File: src/rtl/ex_mem_pkg.sv
// Shared types for the Execute->Memory pipeline stage: control bundle layout and widths.
package ex_mem_pkg;

  localparam int unsigned CTRL_W = 7;

  // Bit positions of each control flag within the flat 7-bit control bus.
  localparam int unsigned CTRL_BIT_WBS  = 6;
  localparam int unsigned CTRL_BIT_MM   = 5;
  localparam int unsigned CTRL_BIT_WM   = 4;
  localparam int unsigned CTRL_BIT_NI   = 3;
  localparam int unsigned CTRL_BIT_WCE  = 2;
  localparam int unsigned CTRL_BIT_WME1 = 1;
  localparam int unsigned CTRL_BIT_WME2 = 0;

  typedef struct packed {
    logic wbs;
    logic mm;
    logic wm;
    logic ni;
    logic wce;
    logic wme1;
    logic wme2;
  } ctrl_t;

  // An invalid slot must look like a NOP to MEM, so its control is forced to zero.
  function automatic ctrl_t gate_ctrl(input logic valid, input ctrl_t ctrl);
    return valid ? ctrl : ctrl_t'('0);
  endfunction

endpackage

File: src/rtl/ex_mem_stage.sv
// Execute->Memory pipeline register with a 2-entry skid buffer and flush.
// Optional stall-cycle counter enabled by defining EXMEM_STALL_CNT_EN.
module ex_mem_stage
  import ex_mem_pkg::*;
#(
  parameter int unsigned DATA_W = 16,
  parameter int unsigned CNT_W  = 16
) (
  input  logic              clk,
  input  logic              rst,
  input  logic              flush,
  input  logic              in_valid,
  output logic              in_ready,
  input  logic [DATA_W-1:0] in_alu_result,
  input  logic [DATA_W-1:0] in_mem_data,
  input  logic [CTRL_W-1:0] in_ctrl,
  output logic              out_valid,
  input  logic              out_ready,
  output logic [DATA_W-1:0] out_alu_result,
  output logic [DATA_W-1:0] out_mem_data,
  output logic [CTRL_W-1:0] out_ctrl
`ifdef EXMEM_STALL_CNT_EN
  ,
  output logic [CNT_W-1:0]  stall_cycles
`endif
);

  typedef struct packed {
    logic [DATA_W-1:0] alu_result;
    logic [DATA_W-1:0] mem_data;
    ctrl_t             ctrl;
  } slot_t;

  if (DATA_W < 1 || CNT_W < 1) begin : g_param_check
    $error("ex_mem_stage: DATA_W and CNT_W must be at least 1");
  end

  slot_t main_q;
  slot_t skid_q;
  slot_t in_slot;
  logic  main_valid_q;
  logic  skid_valid_q;
  logic  accept;
  logic  fire;
  logic  main_free;

  always_comb begin
    in_slot            = '0;
    in_slot.alu_result = in_alu_result;
    in_slot.mem_data   = in_mem_data;
    in_slot.ctrl.wbs   = in_ctrl[CTRL_BIT_WBS];
    in_slot.ctrl.mm    = in_ctrl[CTRL_BIT_MM];
    in_slot.ctrl.wm    = in_ctrl[CTRL_BIT_WM];
    in_slot.ctrl.ni    = in_ctrl[CTRL_BIT_NI];
    in_slot.ctrl.wce   = in_ctrl[CTRL_BIT_WCE];
    in_slot.ctrl.wme1  = in_ctrl[CTRL_BIT_WME1];
    in_slot.ctrl.wme2  = in_ctrl[CTRL_BIT_WME2];
  end

  // in_ready comes straight from the skid flag so EX never sees MEM's ready combinationally.
  assign in_ready  = !skid_valid_q;
  assign accept    = in_valid && in_ready;
  assign fire      = main_valid_q && out_ready;
  assign main_free = !main_valid_q || fire;

  always_ff @(posedge clk) begin
    if (rst) begin
      main_q       <= '0;
      skid_q       <= '0;
      main_valid_q <= 1'b0;
      skid_valid_q <= 1'b0;
    end else if (flush) begin
      // Data registers keep stale contents; only the valid flags are cleared.
      main_valid_q <= 1'b0;
      skid_valid_q <= 1'b0;
    end else if (main_free) begin
      if (skid_valid_q) begin
        main_q       <= skid_q;
        main_valid_q <= 1'b1;
        skid_valid_q <= accept;
        if (accept) begin
          skid_q <= in_slot;
        end
      end else if (accept) begin
        main_q       <= in_slot;
        main_valid_q <= 1'b1;
      end else begin
        main_valid_q <= 1'b0;
      end
    end else if (accept) begin
      skid_q       <= in_slot;
      skid_valid_q <= 1'b1;
    end
  end

  assign out_valid      = main_valid_q;
  assign out_alu_result = main_q.alu_result;
  assign out_mem_data   = main_q.mem_data;
  assign out_ctrl       = gate_ctrl(main_valid_q, main_q.ctrl);

`ifdef EXMEM_STALL_CNT_EN
  logic [CNT_W-1:0] stall_q;

  always_ff @(posedge clk) begin
    if (rst) begin
      stall_q <= '0;
    end else if (main_valid_q && !out_ready && stall_q != '1) begin
      stall_q <= stall_q + 1'b1;
    end
  end

  assign stall_cycles = stall_q;
`endif

endmodule

File: config.mk
export PLATFORM = sky130hd
export DESIGN_NAME = ex_mem_stage
export DESIGN_NICKNAME = d
export VERILOG_FILES = /design/src/rtl/ex_mem_pkg.sv /design/src/rtl/ex_mem_stage.sv
export SDC_FILE = /design/constraint.sdc
export NUM_CORES = 1
export LEC_CHECK = 0
export BUFFER_PORTS_ARGS = -buffer_cell sky130_fd_sc_hd__buf_4
export CORE_MARGIN = 5
export CORE_UTILIZATION = 45
export DETAILED_ROUTE_END_ITERATION = 8
export PLACE_DENSITY = 0.76
export SETUP_SLACK_MARGIN = 0.15
export SLEW_MARGIN = 0
export SYNTH_ARGS = -nofsm -noshare
export SYNTH_HDL_FRONTEND = slang
export SYNTH_SLANG_ARGS = --single-unit
export TNS_END_PERCENT = 5
File: constraint.sdc
create_clock -name clk -period 2.5 [get_ports clk]
set_clock_uncertainty 0.15 [all_clocks]
set_input_delay 0.5 -clock clk [delete_from_list [all_inputs] [get_ports clk]]
set_output_delay 0.5 -clock clk [all_outputs]
set_load 0.1 [all_outputs]
# Yosys cells after proc, flatten, opt, wreduce, memory -nomap -nowiden
# Cells that the tools add are included.
# word_totals
reg_bits	80
in_bits	44
output_inout_bits	41
wordCells	43
# classes
eq_ne	1
n_mux	11
bitwise	1
reduce_logical	10
# op_table
operator	count
39-bit two-way mux	5
7-bit two-way mux	1
1-bit two-way mux	5
2-bit nonzero test	2
3-bit AND reduction	1
1-bit logical AND	2
1-bit zero test	2
2-bit inequality test, second input constant	1
2-bit AND reduction	1
2-bit OR reduction	1
1-bit logical OR	1
1-bit NOT	1

# Longest topological paths before layout
# Gate-level depths: netlist of the first run.
# depth
ltp_word	5
mapped_depth	6
mapped_depth_nobuf	3

# Worst setup path before layout of the first run
# OpenSTA, ideal clock, no wires.
# synth_path
path_kind	register to output
start	reg main_valid_q (netlist: out_valid)
end	out out_ctrl[0]
arrival_time_ns	1.875
required_ns	1.850
path_slack_ns	-0.025
stages_incl_launch_ff	2
n_path_buf	0
cell_sequence	dfxtp_1 and2_1
# synth_via
elab_chain_cells	1
# synth_rtl
item	line_no	rtl
start: declaration	ex_mem_stage.sv:41	logic main_valid_q;
start signal: assignment	ex_mem_stage.sv:70	main_valid_q <= 1'b0;
start signal: assignment	ex_mem_stage.sv:74	main_valid_q <= 1'b0;
start signal: assignment	ex_mem_stage.sv:79	main_valid_q <= 1'b1;
7-bit two-way mux	ex_mem_pkg.sv:27	return valid ? ctrl : ctrl_t'('0);
end: declaration	ex_mem_stage.sv:21	output logic [CTRL_W-1:0] out_ctrl
# Every way passes these cells.

# Worst setup path in the final report of the first run
# layout_path
start	reg skid_valid_q
end	out in_ready
# layout_via
elab_chain_cells	1
# layout_rtl
item	line_no	rtl
start: declaration	ex_mem_stage.sv:42	logic skid_valid_q;
start signal: assignment	ex_mem_stage.sv:80	skid_valid_q <= accept;
1-bit zero test	ex_mem_stage.sv:61	assign in_ready = !skid_valid_q;
end: declaration	ex_mem_stage.sv:13	output logic in_ready,
# Every way passes these cells.

==> results.md, run 1 <==
* Outcome: finished, final reports clean
* Die extent in y at 103.5 µm
* Lkg Pwr at 1.655 nW
* Mapped Nets at 440
* Placed insts at 530
* Peak supply drop at ~0.00029 V
* Post-synth EDFFs at 0
* Synthesis warning total at 0
* Site row count at 34
* CP delay by family, top: buffers and inverters
* Starting DRC count in detailed routing at 93
* Post-route insts no fill at 546
* Max Cap Viol at 0
* Slew Viols, Final at 0
* Tightest Pin Transition at between 0.4 and 0.5 ns
* Netlist cell types at 17
* Total number of vias at 2837
* First-pass GRT wire length at ~14 mm
* # setup viols final at 0
* Worst Hold Slack at 0.2021 ns
* Seq/Total Area, Yosys at 40.67%
* Comb pwr share at 20.2%
* CP Data Arrival Time at 1.37 ns
* Clock root buffer master: clkbuf_8
* Post-CTS sizing at 0
* First-pass iteration count of the detailed router at 4
* H-tree Lvls at 3
* Fillers at 783
* Synthesized area per cell at 9.943 µm²
* Synth top area cells: dfxtp_1, mux2i_1, nand2b_1, buf_4, a211oi_1
* Initial antenna violation count at 0
* Worst slew margin at ~73%
* # port buffers at 84
* Grt ovf at 0
* CP required at between 1.5 and 2 ns
* Most common flop cell mapped by yosys: dfxtp_1
* Die width at 103.5 µm
* CTS buffer count at 9
* Hold crit path type: in2reg
* Kind of end point of the critical path: output pin
* Gpl congestion at 0.7147
* Sequential Power Share at between 40% and 50%
* Skew-Pair Late Insertion Delay at 0.34 ns
* Number of global-route vias before repair at 2923
* Post-CTS Setup Inserts at 0
* Fmax at ~500 MHz
* Worst setup SP type: flop
* Hold buffer count at CTS at 0
* Post-layout min period at 2.017 ns
* Core ar. at 8636 µm²
* Fin nets at approximately 480
* Final HPWL DP at between 5 and 6 mm
* Vias per cell at 5.196
* Clk pwr share at 34.7%
* Critical setup path kind: reg2out
* CTS Sinks at 80
* Die Area at approximately 11000 µm²
* Share of cells above drive strength 1 at 27.85%
* Crit-path cells: buf_4 > inv_1 > buf_4
* Post-DRT Antenna Nets at 0
* Pint at roughly 2.1 mW
* Antenna cells at 0
* Wire length per cell at 15.42 µm
* # DRC at 0
* # IOs at 85
* Pwr per Cell Area at 652.5 nW/µm²
* #FFs+latches synth at 80
* Crit path largest cell delay at around 0.38 ns
* Area share of the largest cell type after synthesis at between 40% and 50%
* Clock Tree Buf Depth at 2
* CTS tree: built
* Largest net degree at the start of global routing at 67
* Post-Route WL at between 8 and 9 mm
* Cell with the most instances on the worst path: buf_4
* Post-Syn Area at a little under 4000 µm²
* Period utilisation layout at 80.69%
* Area Growth Syn to Fin at 16.78%
* Synth area leader: dfxtp_1
* Initial Util at 45.60%
* Async S/R FF share, synth at 0%
* Final Hold Vio Count at 0
* RSZ-0062 raised after global routing: no
* Most frequent cell after synthesis: dfxtp_1
* Cells after synthesis at 396
* Switching share of power at 30.11%
* Worst path bufs/invs at 3
* Global-route total usage across every layer at 16.03%
* Top post-synthesis cells by count: dfxtp_1, nand2b_1, mux2i_1, a21oi_1, buf_4
* P_sw at 0.9033 mW
* Clk pin slew, worst setup/hold paths at 0.08 ns
* Worst-path fanout max at 19
* Slowest stage cell, crit path: dfxtp_2
sequential cells by signal, indices dropped and copies added (netlist names):
| name | count |
|---|---|
| out_alu_result | 16 |
| skid_valid_q | 1 |
| out_valid | 1 |
| out_mem_data | 16 |
| main_q | 7 |
| skid_q | 39 |
worst register-to-register path: stages, from the launching register on:
cell and delay (ns):
dfxtp_1 0.51, nand2b_2 0.29, nor4b_4 0.34, buf_12 0.32, mux2i_1 0.26
logic make-up (layout without fill, tap and decap cells):
| family | after synthesis | count (layout) | share of synthesized area (%) |
|---|---|---|---|
| AND/OR/NAND/NOR | 90 | 90 | 14.68 |
| flip-flops | 80 | 80 | 40.67 |
| AO/OA/AOI/OAI | 80 | 80 | 14.11 |
| buffers and inverters | 68 | 110 | 10.71 |
| multiplexers | 78 | 78 | 19.83 |
per-layer routing:
layer | global-route usage [%] | share of wire (%)
met2 | 24.82 | 47
met5 | 0 | 0
met3 | 4.042 | 5.0
met1 | 20.74 | 45
met4 | 7.779 | 2.8
cell type report:
class / instances / area [µm²] / share of cell area [%]
sequential: 80 / 1603 / 34.86
multi-input combinational: 248 / 1919 / 41.74
clock inverter: 3 / 65.06 / 1.415
inverter: 1 / 3.754 / 0.08163
clock buffer: 13 / 148.9 / 3.238
tap: 108 / 135.1 / 2.939
timing repair buffer: 93 / 723.2 / 15.73
power groups by stage:
| stage | clock (mW) | sequential (mW) | combinational [mW] |
|---|---|---|---|
| floorplan | 0 | 1.38 | 0.501 |
| global placement | 0 | 1.38 | 0.602 |
| detailed placement | 0 | 1.38 | 0.610 |
| CTS | 1.07 | 1.35 | 0.610 |
| global route | 1.13 | 1.36 | 0.641 |
| finish | 1.04 | 1.35 | 0.606 |
final timing paths:
check / to / depth (start not counted) / start / slack (ns)
max: in_ready / 3 / skid_valid_q / 0.48
min: skid_valid_q / 2 / flush / 0.20
min reg2reg: skid_q[29] / 2 / skid_q[29] / 0.33
max reg2reg: skid_q[12] / 4 / out_valid / 0.56
through the flow:
stage | setup WS [ns] | power (mW) | instance area (µm²) | TNS [ns] | utilization (%)
after floorplan | -0.02540 | 1.878 | 3939 | -0.1524 | -
after global placement | 0.4729 | 1.983 | 4384 | 0 | 50.77
after detailed placement | 0.4003 | 1.991 | 4384 | 0 | 50.77
after CTS | 0.4549 | 3.036 | 4598 | 0 | 53.25
after global routing | 0.3813 | 3.125 | 4598 | 0 | 53.25
final | 0.4827 | 3.000 | 4598 | 0 | 53.25
layout by cell type (no fill, tap or decap), drive strengths merged:
master   n
nand2b  79
nor2     1
and2     8
inv      1
nor4     1
a211oi  40
bufinv   2
clkinv   1
nor4b    1
clkbuf  13
o21ba    1
dfxtp   80
mux2i   78
a21oi   39
buf     93
(Power assumes the default switching activity.)
==> run 2, diff against run 1 <==
- clock period: 2.5 -> 2.1 ns (I/O delays scaled with it)
==> results.md, run 2 (synthesis results as in run 1) <==
* Clk pin slew, worst setup/hold paths at 0.08 ns
* CTS Sinks at 80
* Period utilisation layout at slightly below 90%
* Slew Viols, Final at 0
* CP Data Arrival Time at 1.25 ns
* # IOs at between 80 and 90
* Dpl ws at 0.2722 ns
* Initial antenna violation count at 0
* Worst slew margin at about 67%
* Core ar. at 8636 µm²
* Clock Tree Buf Depth at 2
* Footprint of the multi-input gates at about 1900 µm²
* # port buffers at between 80 and 90
* Site row count at 34
* Area Growth Syn to Fin at 16.36%
* Global-route total usage across every layer at 15.79%
* First-pass GRT wire length at 14.21 mm
* Worst-path fanout max at 9
* CP startpoint: out_valid
* Post-CTS Setup Inserts at 0
* Pwr per Cell Area at ~730 nW/µm²
* RSZ-0062 raised after global routing: no
* Total number of vias at 2864
* Vias per cell at 5.226
* CP required at 1.53 ns
* Largest net degree at the start of global routing at 47
* Post-CTS sizing at 0
* # DRC at 0
* Post-Route Setup TNS at 0 ns
* Gpl congestion at 0.7683
* Die width at 103.5 µm
* Kind of end point of the critical path: output pin
* Placed insts at 532
* Hold buffer count at CTS at 0
* Final HPWL DP at 5.794 mm
* Worst hold path startpoint: flush
* Commonest non-fill, non-tap cell in the layout: buf_4
* Max Cap Viol at 0
* Top reg by flops: skid_q
* Hold crit path type: in2reg
* Commonest non-fill, non-tap cells in the layout: buf_4, mux2i_1, nand2b_1, dfxtp_1, a21oi_1
* Peak supply drop at ~0.0003 V
* Final WS setup at approximately 0.28 ns
* Post-route insts no fill at 548
* Worst setup SP type: flop
* H-tree Lvls at 3
* Final Hold Vio Count at 0
* Skew-Pair Late Insertion Delay at 0.34 ns
* # setup viols final at 0
* Post-Route WL at roughly 8.6 mm
* Post-DRT Antenna Nets at 0
* Critical setup path kind: reg2out
* Tightest Pin Transition at 0.4923 ns
* Starting DRC count in detailed routing at 69
* Register area at 1604 µm²
* Antenna cells at 0
* Outcome: finished, final reports clean
* Largest register FFs at 39
* Initial Util at a little under half
* R2R Setup Slk at approximately 0.47 ns
* Grt ovf at 0
* Core Util, Final at 53.06%
* CTS tree: built
* Wire length per cell at 15.71 µm
* Worst R2R Start: skid_valid_q
* Post-layout min period at 1.821 ns
* Fillers at 786
* Die Area at 10720 µm²
* CTS buffer count at 9
* Fmax at 549.1 MHz
* Share of cells above drive strength 1 at 30.23%
* Clock root buffer master: clkbuf_8
* Fin nets at between 400 and 500
* Lkg Pwr at 1.645 nW
* Die extent in y at 103.5 µm
* Number of global-route vias before repair at about 3000
* First-pass iteration count of the detailed router at 4
[run 2: cell types whose count changed in the layout (fill, tap and decap cells not counted), sizes merged]
cell,change
clkbuf,-2
clkinvlp,+3
clkinv,+1
buf,+2
bufinv,-2
[run 2: through the flow]
step                power [mW]  cell area (µm²)  hold slack, ns
CTS                      3.380             4582          0.1162
floorplan                2.236             3948          0.2979
global route             3.491             4582          0.1226
global placement         2.367             4408          0.3065
detailed placement       2.380             4408          0.3133
finish                   3.364             4582          0.1269
[run 2: area by class of cell]
type | instances | share of cell area (%)
Sequential cell | 80 | 35.01
Clock inverter | 5 | 0.7100
Timing Repair Buffer | 95 | 16.11
Inverter | 1 | 0.08192
Tap cell | 108 | 2.949
Clock buffer | 11 | 3.086
Multi-Input combinational cell | 248 | 42.05
[run 2: final timing paths]
path,to,cells past startpoint
worst max register to register,main_q[2],4
worst max-delay path,out_ctrl[1],2
worst min register to register,skid_q[12],2
worst min-delay path,out_valid,2
[run 2: layer usage]
metal  up-vias  wire length [µm]  global-route usage [%]
li1       1415                 -                       -
met1      1372              3909                   19.41
met2        63              4152                   26.09
met3        14               379                   3.856
met4         0               169                   6.935
met5         -                 0                       0
[run 2: worst max-delay path: stages (launching register included)]
cell	delay [ns]
dfxtp_2	0.43
and2_2	0.20
buf_4	0.29
[run 2: power by group]
| part | switching [mW] | internal [mW] | leakage [nW] |
|---|---|---|---|
| registers | 0.0343 | 1.58 | 0.653 |
| logic | 0.507 | 0.223 | 0.911 |
| clock network | 0.567 | 0.458 | 0.0813 |
| total | 1.11 | 2.26 | 1.65 |
